## config.mk

```make
export PLATFORM = sky130hd
export DESIGN_NAME = reg_writeback
export DESIGN_NICKNAME = d
export VERILOG_FILES = /design/src/rtl/reg_writeback.sv
export SDC_FILE = /design/constraint.sdc
export NUM_CORES = 1
export LEC_CHECK = 0
export CAP_MARGIN = 15
export CORE_UTILIZATION = 55
export CTS_BUF_LIST = sky130_fd_sc_hd__clkbuf_2
export CTS_CLUSTER_DIAMETER = 60
export DETAILED_ROUTE_END_ITERATION = 6
export PLACE_DENSITY_LB_ADDON = 0.12
export SLEW_MARGIN = 15
export SYNTH_ARGS = -nofsm -noshare
export SYNTH_HDL_FRONTEND = slang
export SYNTH_SLANG_ARGS = --single-unit
```

## constraint.sdc

```tcl
create_clock -name clk -period 4.95 [get_ports clk]
set_input_delay 1.2375 -clock clk [delete_from_list [all_inputs] [get_ports clk]]
set_output_delay 1.2375 -clock clk [all_outputs]
set_load 0.05 [all_outputs]
```

## src/rtl/reg_writeback.sv

```systemverilog
// reg_writeback: single write-port initiator for the 16x16 register file.
// Merges a one-cycle ALU stream (A) with a buffered long-latency stream (B),
// tracks in-flight B destinations in a pending scoreboard, and exposes
// decode-stage hazard and bypass information.
module reg_writeback #(
    parameter int FIFO_DEPTH = 4,
    parameter int DATA_W     = 16,
    parameter int ADDR_W     = 4
) (
    input  logic                          clk,
    input  logic                          reset,
    input  logic                          a_valid,
    input  logic [ADDR_W-1:0]             a_reg,
    input  logic [DATA_W-1:0]             a_data,
    input  logic                          b_valid,
    input  logic [ADDR_W-1:0]             b_reg,
    input  logic [DATA_W-1:0]             b_data,
    output logic                          b_ready,
    input  logic                          pend_set,
    input  logic [ADDR_W-1:0]             pend_reg,
    input  logic [ADDR_W-1:0]             rd_reg1,
    input  logic [ADDR_W-1:0]             rd_reg2,
    output logic                          hazard,
    output logic                          fwd1_valid,
    output logic [DATA_W-1:0]             fwd1_data,
    output logic                          fwd2_valid,
    output logic [DATA_W-1:0]             fwd2_data,
    output logic                          reg_write,
    output logic [ADDR_W-1:0]             write_reg,
    output logic [DATA_W-1:0]             write_data,
    output logic [$clog2(FIFO_DEPTH):0]   fifo_count,
    output logic                          wb_err
);

    localparam int PTR_W = $clog2(FIFO_DEPTH);
    localparam int CNT_W = PTR_W + 1;
    localparam int NREG  = 1 << ADDR_W;

    // B-result buffer storage (contents are meaningless while count is zero)
    logic [ADDR_W-1:0] mem_reg_q  [FIFO_DEPTH];
    logic [DATA_W-1:0] mem_data_q [FIFO_DEPTH];

    logic [PTR_W-1:0]  wr_ptr_q, wr_ptr_d;
    logic [PTR_W-1:0]  rd_ptr_q, rd_ptr_d;
    logic [CNT_W-1:0]  count_q,  count_d;
    logic [NREG-1:0]   pend_q,   pend_d;
    logic              err_q,    err_d;
    logic              rw_q,     rw_d;
    logic [ADDR_W-1:0] wr_reg_q, wr_reg_d;
    logic [DATA_W-1:0] wd_q,     wd_d;

    logic              a_take;
    logic              full;
    logic              fifo_empty;
    logic              push;
    logic              pop;
    logic              pend_take;
    logic [ADDR_W-1:0] head_reg;
    logic [DATA_W-1:0] head_data;

    // Handshake decode: zero-register traffic is accepted but produces no work
    always_comb begin
        a_take     = a_valid && (a_reg != '0);
        full       = (count_q == CNT_W'(FIFO_DEPTH));
        fifo_empty = (count_q == '0);
        push       = b_valid && !full && (b_reg != '0);
        pop        = !a_take && !fifo_empty;
        pend_take  = pend_set && (pend_reg != '0);
        head_reg   = mem_reg_q[rd_ptr_q];
        head_data  = mem_data_q[rd_ptr_q];
    end

    // Next-state for FIFO bookkeeping, scoreboard, error flag and write stage
    always_comb begin
        wr_ptr_d = wr_ptr_q;
        rd_ptr_d = rd_ptr_q;
        count_d  = count_q;
        pend_d   = pend_q;
        err_d    = err_q;
        rw_d     = 1'b0;
        wr_reg_d = wr_reg_q;
        wd_d     = wd_q;

        if (push) wr_ptr_d = wr_ptr_q + PTR_W'(1);
        if (pop)  rd_ptr_d = rd_ptr_q + PTR_W'(1);
        if (push && !pop)      count_d = count_q + CNT_W'(1);
        else if (!push && pop) count_d = count_q - CNT_W'(1);

        // A wins the write slot; the FIFO head only drains when A is idle
        if (a_take) begin
            rw_d     = 1'b1;
            wr_reg_d = a_reg;
            wd_d     = a_data;
        end else if (pop) begin
            rw_d     = 1'b1;
            wr_reg_d = head_reg;
            wd_d     = head_data;
        end

        // Clear first so a same-cycle set of the same register wins
        if (pop)       pend_d[head_reg] = 1'b0;
        if (pend_take) pend_d[pend_reg] = 1'b1;

        if (a_take && pend_q[a_reg])
            err_d = 1'b1;
        if (pend_take && pend_q[pend_reg] && !(pop && (head_reg == pend_reg)))
            err_d = 1'b1;
    end

    // Control and write-stage registers; reset discards everything immediately
    always_ff @(posedge clk or posedge reset) begin
        if (reset) begin
            wr_ptr_q <= '0;
            rd_ptr_q <= '0;
            count_q  <= '0;
            pend_q   <= '0;
            err_q    <= 1'b0;
            rw_q     <= 1'b0;
            wr_reg_q <= '0;
            wd_q     <= '0;
        end else begin
            wr_ptr_q <= wr_ptr_d;
            rd_ptr_q <= rd_ptr_d;
            count_q  <= count_d;
            pend_q   <= pend_d;
            err_q    <= err_d;
            rw_q     <= rw_d;
            wr_reg_q <= wr_reg_d;
            wd_q     <= wd_d;
        end
    end

    // FIFO storage write on accepted push
    always_ff @(posedge clk) begin
        if (push) begin
            mem_reg_q[wr_ptr_q]  <= b_reg;
            mem_data_q[wr_ptr_q] <= b_data;
        end
    end

    // Decode-side hazard and bypass, plus registered write-port outputs
    always_comb begin
        b_ready    = !full;
        hazard     = ((rd_reg1 != '0) && pend_q[rd_reg1]) ||
                     ((rd_reg2 != '0) && pend_q[rd_reg2]);
        fwd1_valid = rw_q && (wr_reg_q == rd_reg1) && (rd_reg1 != '0);
        fwd2_valid = rw_q && (wr_reg_q == rd_reg2) && (rd_reg2 != '0);
        fwd1_data  = wd_q;
        fwd2_data  = wd_q;
        reg_write  = rw_q;
        write_reg  = wr_reg_q;
        write_data = wd_q;
        fifo_count = count_q;
        wb_err     = err_q;
    end

endmodule
```

# Yosys cells after proc, flatten, opt, wreduce, memory -nomap -nowiden
# Memories as Yosys holds them, arrays and structs flattened.
# Cells that the tools add are included.
# classes
add_sub_neg	4
multipliers	0
div	0
order_cmp	7
n_eq_ne	4
shifts	0
n_mux	26
n_bitwise	3
n_reduce_logical	35
# op_table
op	count
two-way mux 16 bit	4
< comparator 4 x 5 -> 1 bit (second input constant)	5
nonzero test 4 bit	5
logical AND 1 bit	19
bitwise AND 16 bit	1
binary-select mux 1 bit (select 4 bit)	4
NOT 16 bit	1
bitwise OR 16 bit	1
equality test 4 bit	3
two-way mux 1 bit	12
demux 1 bit (select 4 bit)	2
greater-or-equal comparator 4 x 1 -> 1 bit (second input constant)	2
two-way mux 4 bit	2
logical NOT 1 bit	6
two-way mux 3 bit	2
nonzero test 2 bit	3
adder 2 x 1 -> 2 bit (second input constant)	2
adder 3 x 1 -> 3 bit (second input constant)	1
equality test 3 bit (second input constant)	1
logical NOT 3 bit	1
subtractor 3 x 1 -> 3 bit (second input constant)	1
logical OR 1 bit	1
# totals
reg_bits	45
latchBits	0
ram_bits	80
romBits	0
inputBits	57
out_inout_bits	61
wordCells	89
memories	2
# mem_list
name	words	word_bits	read_ports	rd_ports_with_merged_regs	wr	line_no	source
mem_data_q	4	16	1	0	1	41	logic [DATA_W-1:0] mem_data_q [FIFO_DEPTH];
mem_reg_q	4	4	1	0	1	40	logic [ADDR_W-1:0] mem_reg_q [FIFO_DEPTH];

# Logic depth before layout (Yosys ltp)
# Gate-level depths: netlist (run 1).
# An unclocked memory read counts as a cell.
# depth
ltp_word	10
ltp_mapped	11
mapped_depth_nobuf	9

# Worst setup path before layout (run 1)
# Ideal clock, no wire load.
# synth_timing
path_kind	input to output
startpoint	in rd_reg2[2]
endpoint	out hazard
arrival_ps	2746
required_time_ps	3713
slack_ps	967
stages	4
path_buffers	1
path_cell_list	buf_2 -> mux4_2 -> mux4_2 -> or2_1
# synth_between
elab_chain_cells	4
elab_cells_between_ends	5
cone_classes	mux (2); reduce/logical (3)
# synth_lines
element	line_no	source
start: declaration	22	input logic [ADDR_W-1:0] rd_reg2,
binary-select mux 1 bit (select 4 bit)	145	((rd_reg2 != '0) && pend_q[rd_reg2]);
two-way mux 1 bit (implied by the code)	145	
logical AND 1 bit (*)	145	
logical OR 1 bit (*)	144	hazard = ((rd_reg1 != '0) && pend_q[rd_reg1]) ||
end: declaration	23	output logic hazard,
# Mark *: on every way between the ends. The rest lies on a longest branch, timed or not. The select of a mux whose other input is x is not followed.

# Final worst setup path (run 1)
# layout_timing
startpoint	in rd_reg1[2]
endpoint	out hazard
# layout_between
elab_chain_cells	4
elab_cells_between_ends	5
cone_classes	mux (2); reduce/logical (3)
# layout_lines
element	line_no	source
start: declaration	21	input logic [ADDR_W-1:0] rd_reg1,
binary-select mux 1 bit (select 4 bit)	144	
two-way mux 1 bit (implied by the code)	144	
logical AND 1 bit (*)	144	
logical OR 1 bit (*)	144	
# Marked as above.

==> results.md, run 1 <==
* Outcome: completed
* Most frequent cells in the layout: clkdlybuf4s50_1 (116), edfxtp_1 (80), o21ai_0 (52)
* Fraction of layout cells with a size suffix above 1 at roughly 15%
* DP HPWL at 8.39 mm
* Flops & latches, synth at between 100 and 150
* CTS Sinks at approximately 130
* Cts hold-fix bufs at 0
* Post-route ant nets at 0
* Post-synth net total at 462
* Area growth from synthesis to layout at 22.1%
* Final Util at 69.3%
* CTS tree: built
* Detailed Routing Iterations Pass 1 at 4
* Pins over their slew limit at 0
* Crit Path Max Fanout at 7
* Final Worst Setup Slack at 0.330 ns
* Core Rows at 37
* Mapped cell area at 5890 µm²
* Netlist cell types at 38
* Setup tns final at 0 ns
* Starting Density at 56.8%
* R2R Path Start: rd_ptr_q[0]$_DFFE_PP0N_
* Vias in the first global route at 3,770
* Fin crit share at 93.3%
* Total GRT Usage at 23.9%
* Fmax at 0.216 GHz
* Clock Root Buffer: clkbuf_2
* Largest register FFs at 64
* Initial drt markers at between 200 and 250
* Slew at the pin closest to its max-slew limit at 1.01 ns
* Worst-path clk slew at 0.19 ns
* Worst-Skew Late Latency at 0.65 ns
* Fin crit period at between 4 and 5 ns
* Hold_sp: wb_err$_DFFE_PP0P_
* Total number of vias at 3,684
* GPL Wtd Cong at 0.902
* First-pass GRT wire length at ~19 mm
* Total gr overflow at 0
* Pwr Total at 4.49 mW
* Final setup vio count at 0
* Core area at 10,400 µm²
* Chip height at 105 µm
* Crit Path Class: input pin to output pin
* CTS H-Tree Depth at 4
* Fin nets at 554
* Initial antenna violation count at 0
* R2r setup slk at 2.35 ns
* Min-Delay Path Class: flop to flop
* Top reg by flops: mem_data_q
* Proportion of synthesized chip area in sequential cells at 59.9%
* Die W at 105 µm
* Critical Path Source Type: input pin
* Slew margin rel. at between 30 and 40%
* Critical path arrival at 3.38 ns
* I/O pin count at 118
* DP Worst Slack at 0.330 ns
* FILL cells at 756
* Max Cap Viol at 0
* Ys Warns at 0
* RSZ-0062 raised after global routing: no
* Post-Syn Instances at 399
* Post-cts resize count at 0
* Number of CTS-inserted buffers at 17
* Vias per cell at 5.76
* Clk buf depth at 2
* Die Area at 11,100 µm²
* Leak at 2.68 nW
* Critical Path End Type: output pin
* Pin count of the biggest net entering global routing at 46
* Diodes inserted at 0
* Setup Fix Bufs, Post-CTS at 0
* Final Hold Viols at 0
* Total wire length at 12.3 mm
* PortBufs at 117
* Drt wl/cell at 19.3 µm
* Most common cell after layout, fill and taps aside: clkdlybuf4s50_1
* Maximum VDD drop at 566 µV
* Worst EP required at ~3.7 ns
* DRC at 0
* PwrDens at 625 nW/µm²
* Final clock skew at 0.0355 ns
* Syn avg cell area at 14.8 µm²
* Critical Path Start: rd_reg1[2]
==> stage by stage <==
step / instances / cell area, µm² / hold WS, ns
final: 640 / 7190 / 0.530
after global routing: 640 / 7190 / 0.550
after CTS: 640 / 7190 / 0.530
after detailed placement: 608 / 6930 / 0.488
after global placement: 608 / 6930 / 0.483
after floorplan: 399 / 5890 / 0.471
==> cell type report <==
class | instances | area [µm²] | area share (%)
inverters | 5 | 20.0 | 0.279
multi-input cells | 218 | 1990 | 27.7
clock inverters | 14 | 168 | 2.33
clock buffers | 18 | 90.1 | 1.25
flip-flops and latches | 125 | 3530 | 49.1
well taps | 136 | 170 | 2.37
repair buffers | 124 | 1220 | 17.0
==> where the power goes <==
group	internal, mW	switching (mW)	leakage (nW)	total [mW]
clock	0.283	0.383	0.141	0.666
sequential	1.40	0.292	1.27	1.69
combinational	0.876	1.25	1.27	2.13
total	2.56	1.93	2.68	4.49
==> worst max-delay path, stage by stage <==
cell,delay (ns)
clkdlybuf4s50_1,0.67
mux4_1,0.58
mux4_2,0.46
or2_1,0.24
buf_4,0.19
==> path summary, 6_finish.rpt <==
check | endpoint | cells after the start
max in group asynchronous | write_reg[3]$_DFFE_PP0P_ | 2
hold reg to reg | wb_err$_DFFE_PP0P_ | 2
setup / recovery | hazard | 5
min in group asynchronous | fwd1_data[4]$_DFFE_PP0P_ | 2
setup reg to reg | pend_q[12]$_DFF_PP0_ | 5
hold / removal | wb_err$_DFFE_PP0P_ | 2
==> logic make-up after synthesis <==
logic type	share of synthesized area, %
xor+xnor	2.38
buf+inv	6.27
simple gates	5.89
fa+ha+maj	1.40
flops	59.9
compound gates	5.70
mux	18.4
==> per-layer routing <==
metal	wire, µm	track usage (%)	up-vias
li1	-	-	1672
met1	4980	30.3	1845
met2	6340	40.1	153
met3	876	6.12	14
met4	146	8.35	0
met5	0	0	-
==> cells in the mapped netlist, drive strengths merged <==
library cell  number  area [µm²]
inv                5        18.8
dfrtp             45        1130
o21a               1        7.51
nand3b             2        15.0
and3               1        6.26
xor2               4        35.0
o311ai             1        8.76
nand4              3        18.8
ha                 5        62.6
a21oi              4        20.0
o21ai             54         270
o41a               1        11.3
or2                3        18.8
mux4              36         822
or3b               1        8.76
nor3               7        35.0
mux2               3        33.8
edfxtp            80        2400
nand3              3        15.0
and2               4        25.0
fa                 1        20.0
nor2               5        21.3
clkbuf             4        15.0
mux2i             23         230
nand2             32         120
o41ai              2        17.5
nand2b             9        56.3
or3                1        6.26
xnor2             12         105
buf               47         335
(Power assumes the default switching activity.)
==> run 2, diff against run 1 <==
- PLACE_DENSITY: default -> 0.93
- PLACE_DENSITY_LB_ADDON: 0.12 -> default
==> results.md, run 2 (same netlist as run 1, synthesis figures left out) <==
* PwrDens at 638 nW/µm² (+2.1%)
* Starting Density at 56.8% (unchanged)
* Multi-input logic area at 1990 µm² (unchanged)
* Slew at the pin closest to its max-slew limit at 1.09 ns (+0.0792 ns)
* R2r setup slk at 2.45 ns (+0.10 ns)
* Worst-path clk slew at 0.20 ns (about the same)
* Fmax at 0.217 GHz (+0.38%)
* Worst EP required at 3.71 ns (about the same)
* Core Rows at 37 (unchanged)
* Initial drt markers at 345 (+54%)
* Crit Path Max Fanout at 7 (unchanged)
* Post-route ant nets at 0 (unchanged)
* Min-Delay Path Class: flop to flop
* RSZ-0062 raised after global routing: no
* Hold_sp: pend_q[0]$_DFF_PP0_
* Chip height at 105 µm (unchanged)
* Final clock skew at 0.0395 ns (+0.00407 ns)
* Power Internal at 2.56 mW (about the same)
* Fraction of layout cells with a size suffix above 1 at 14.8% (-0.71 points)
* First-pass GRT wire length at 21.8 mm (+12%)
* Initial antenna violation count at 1 (+1)
* Number of CTS-inserted buffers at 17 (unchanged)
* Die W at 105 µm (unchanged)
* CTS H-Tree Depth at 4 (unchanged)
* Final Util at 69.1% (-0.18 points)
* Total wire length at 14.0 mm (+13%)
* Critical Path End Type: output pin
* Post-cts resize count at 0 (unchanged)
* Total GRT Usage at 26.7% (+2.8 points)
* Largest stage delay, worst path at 0.65 ns (-0.02 ns)
* Reg2reg end: pend_q[7]$_DFF_PP0_
* Clk buf depth at 2 (unchanged)
* Worst-Skew Late Latency at 0.67 ns (+0.02 ns)
* Core area at 10,400 µm² (unchanged)
* Critical-path top delay cell: clkdlybuf4s50_1
* Final Hold Viols at 0 (unchanged)
* Logic pwr share at 47.6% (+0.2 points)
* Sequential cell fraction of total power at 37.6% (about the same)
* Leak at 2.66 nW (-0.41%)
* Critical Path Source Type: input pin
* Hold EP: pend_q[0]$_DFF_PP0_
* Area after DPL at 6910 µm² (-0.33%)
* Top reg by flops: mem_data_q
* CP cell instances: clkdlybuf4s50_1 > mux4_1 > mux4_2 > or2_1 > buf_4
* PortBufs at 117 (unchanged)
* Largest register FFs at 64 (unchanged)
* Most common cell after layout, fill and taps aside: clkdlybuf4s50_1
* Drt wl/cell at 21.9 µm (+14%)
* Hold path depth at 1 (-1)
* Detailed Routing Iterations Pass 1 at 5 (+1)
* Total gr overflow at 0 (unchanged)
* Vias per cell at 5.98 (+3.9%)
* R2R cell count at 6 (+1)
* Critical path arrival at 3.37 ns (about the same)
* I/O pin count at 118 (unchanged)
* Maximum VDD drop at 307 µV (-46%)
* Fin crit share at 93.0% (-0.35 points)
* Slew margin rel. at 27.4% (-5.3 points)
* Final Worst Setup Slack at 0.347 ns (+0.0173 ns)
* Clock network power share at 14.8% (about the same)
* R2R Path Start: rd_ptr_q[0]$_DFFE_PP0N_
* Fin nets at 551 (-0.54%)
* Cts hold-fix bufs at 0 (unchanged)
* Final setup vio count at 0 (unchanged)
* CTS Sinks at 125 (unchanged)
* Pin count of the biggest net entering global routing at 46 (unchanged)
* Sw frac at 44.0% (+1.1 points)
* DRC at 0 (unchanged)
* Setup Fix Bufs, Post-CTS at 0 (unchanged)
* Sw power at 2.01 mW (+4.4%)
* Max Cap Viol at 0 (unchanged)
* Most frequent cells in the layout: clkdlybuf4s50_1 (116), edfxtp_1 (80), o21ai_0 (52)
* Outcome: completed
* Pins over their slew limit at 0 (unchanged)
* CTS tree: built
* Sequential cell area at 3530 µm² (unchanged)
* FILL cells at 699 (-7.5%)
* Total number of vias at 3,815 (+3.6%)
* Vias in the first global route at 3,912 (+3.8%)
* DP HPWL at 9.72 mm (+16%)
* Area growth from synthesis to layout at 21.8%
* Die Area at 11,100 µm² (unchanged)
* Fin crit period at 4.60 ns (-0.0173 ns)
* Crit Path Class: input pin to output pin
* Post-route cell area at 7170 µm² (-0.26%)
* DP Worst Slack at 0.360 ns (+0.0299 ns)
* Setup tns final at 0 ns (unchanged)
* Clock Root Buffer: clkbuf_2
* GPL Wtd Cong at 0.918 (+1.8%)
[run 2: per-layer routing]
metal	GRT usage, %	vias to the layer above	wire length [µm]	part of all wire [%]
met1	34.7	1929	5560	40
met5	0	-	0	0
met4	11.5	0	316	2.3
met2	43.5	196	7140	51
li1	-	1663	-	-
met3	6.25	27	973	7.0
[run 2: worst max-delay path by stage]
stage | startpoint | cells after the start | slack, ns | to
2_1_floorplan | rd_reg2[2] | 4 | 0.97 | hazard
3_3_place_gp | rd_reg1[2] | 5 | 0.39 | hazard
3_5_place_dp | rd_reg1[2] | 5 | 0.36 | hazard
4_1_cts | rd_reg1[2] | 5 | 0.35 | hazard
5_1_grt | rd_reg1[2] | 5 | 0.31 | hazard
6_report | rd_reg1[2] | 5 | 0.35 | hazard
[run 2: per-stage QoR]
step	total power, mW	hold WS, ns	cells
finish	4.57	0.558	638
detailed placement	3.91	0.514	605
global placement	3.83	0.493	605
floorplan	3.29	0.471	399
CTS	4.58	0.553	637
global route	4.77	0.571	638
[run 2: cell type report]
type,count,area share [%]
flip-flops and latches,125,49.2
well taps,136,2.37
clock inverters,13,2.30
clock buffers,19,1.33
repair buffers,121,16.7
multi-input cells,218,27.8
diodes,1,0.0349
inverters,5,0.262
[run 2: critical path, delay by kind of cell]
kind	cells	cell delay, ns
muxes	2	1.06
and+or+nand+nor	1	0.23
buffers and inverters	2	0.84
[run 2: power by group through the flow]
stage | Sequential, mW | Combinational (mW) | Clock [mW]
final | 1.72 | 2.18 | 0.678
after global routing | 1.75 | 2.30 | 0.728
after CTS | 1.71 | 2.18 | 0.682
after detailed placement | 1.74 | 2.17 | 0
after global placement | 1.71 | 2.12 | 0
after floorplan | 1.86 | 1.43 | 0
==> run 3, diff against run 2 <==
- SLEW_MARGIN: 15 -> default
==> results of run 3 <==
The final DEF is identical to that of run 2; final timing and power are the same.
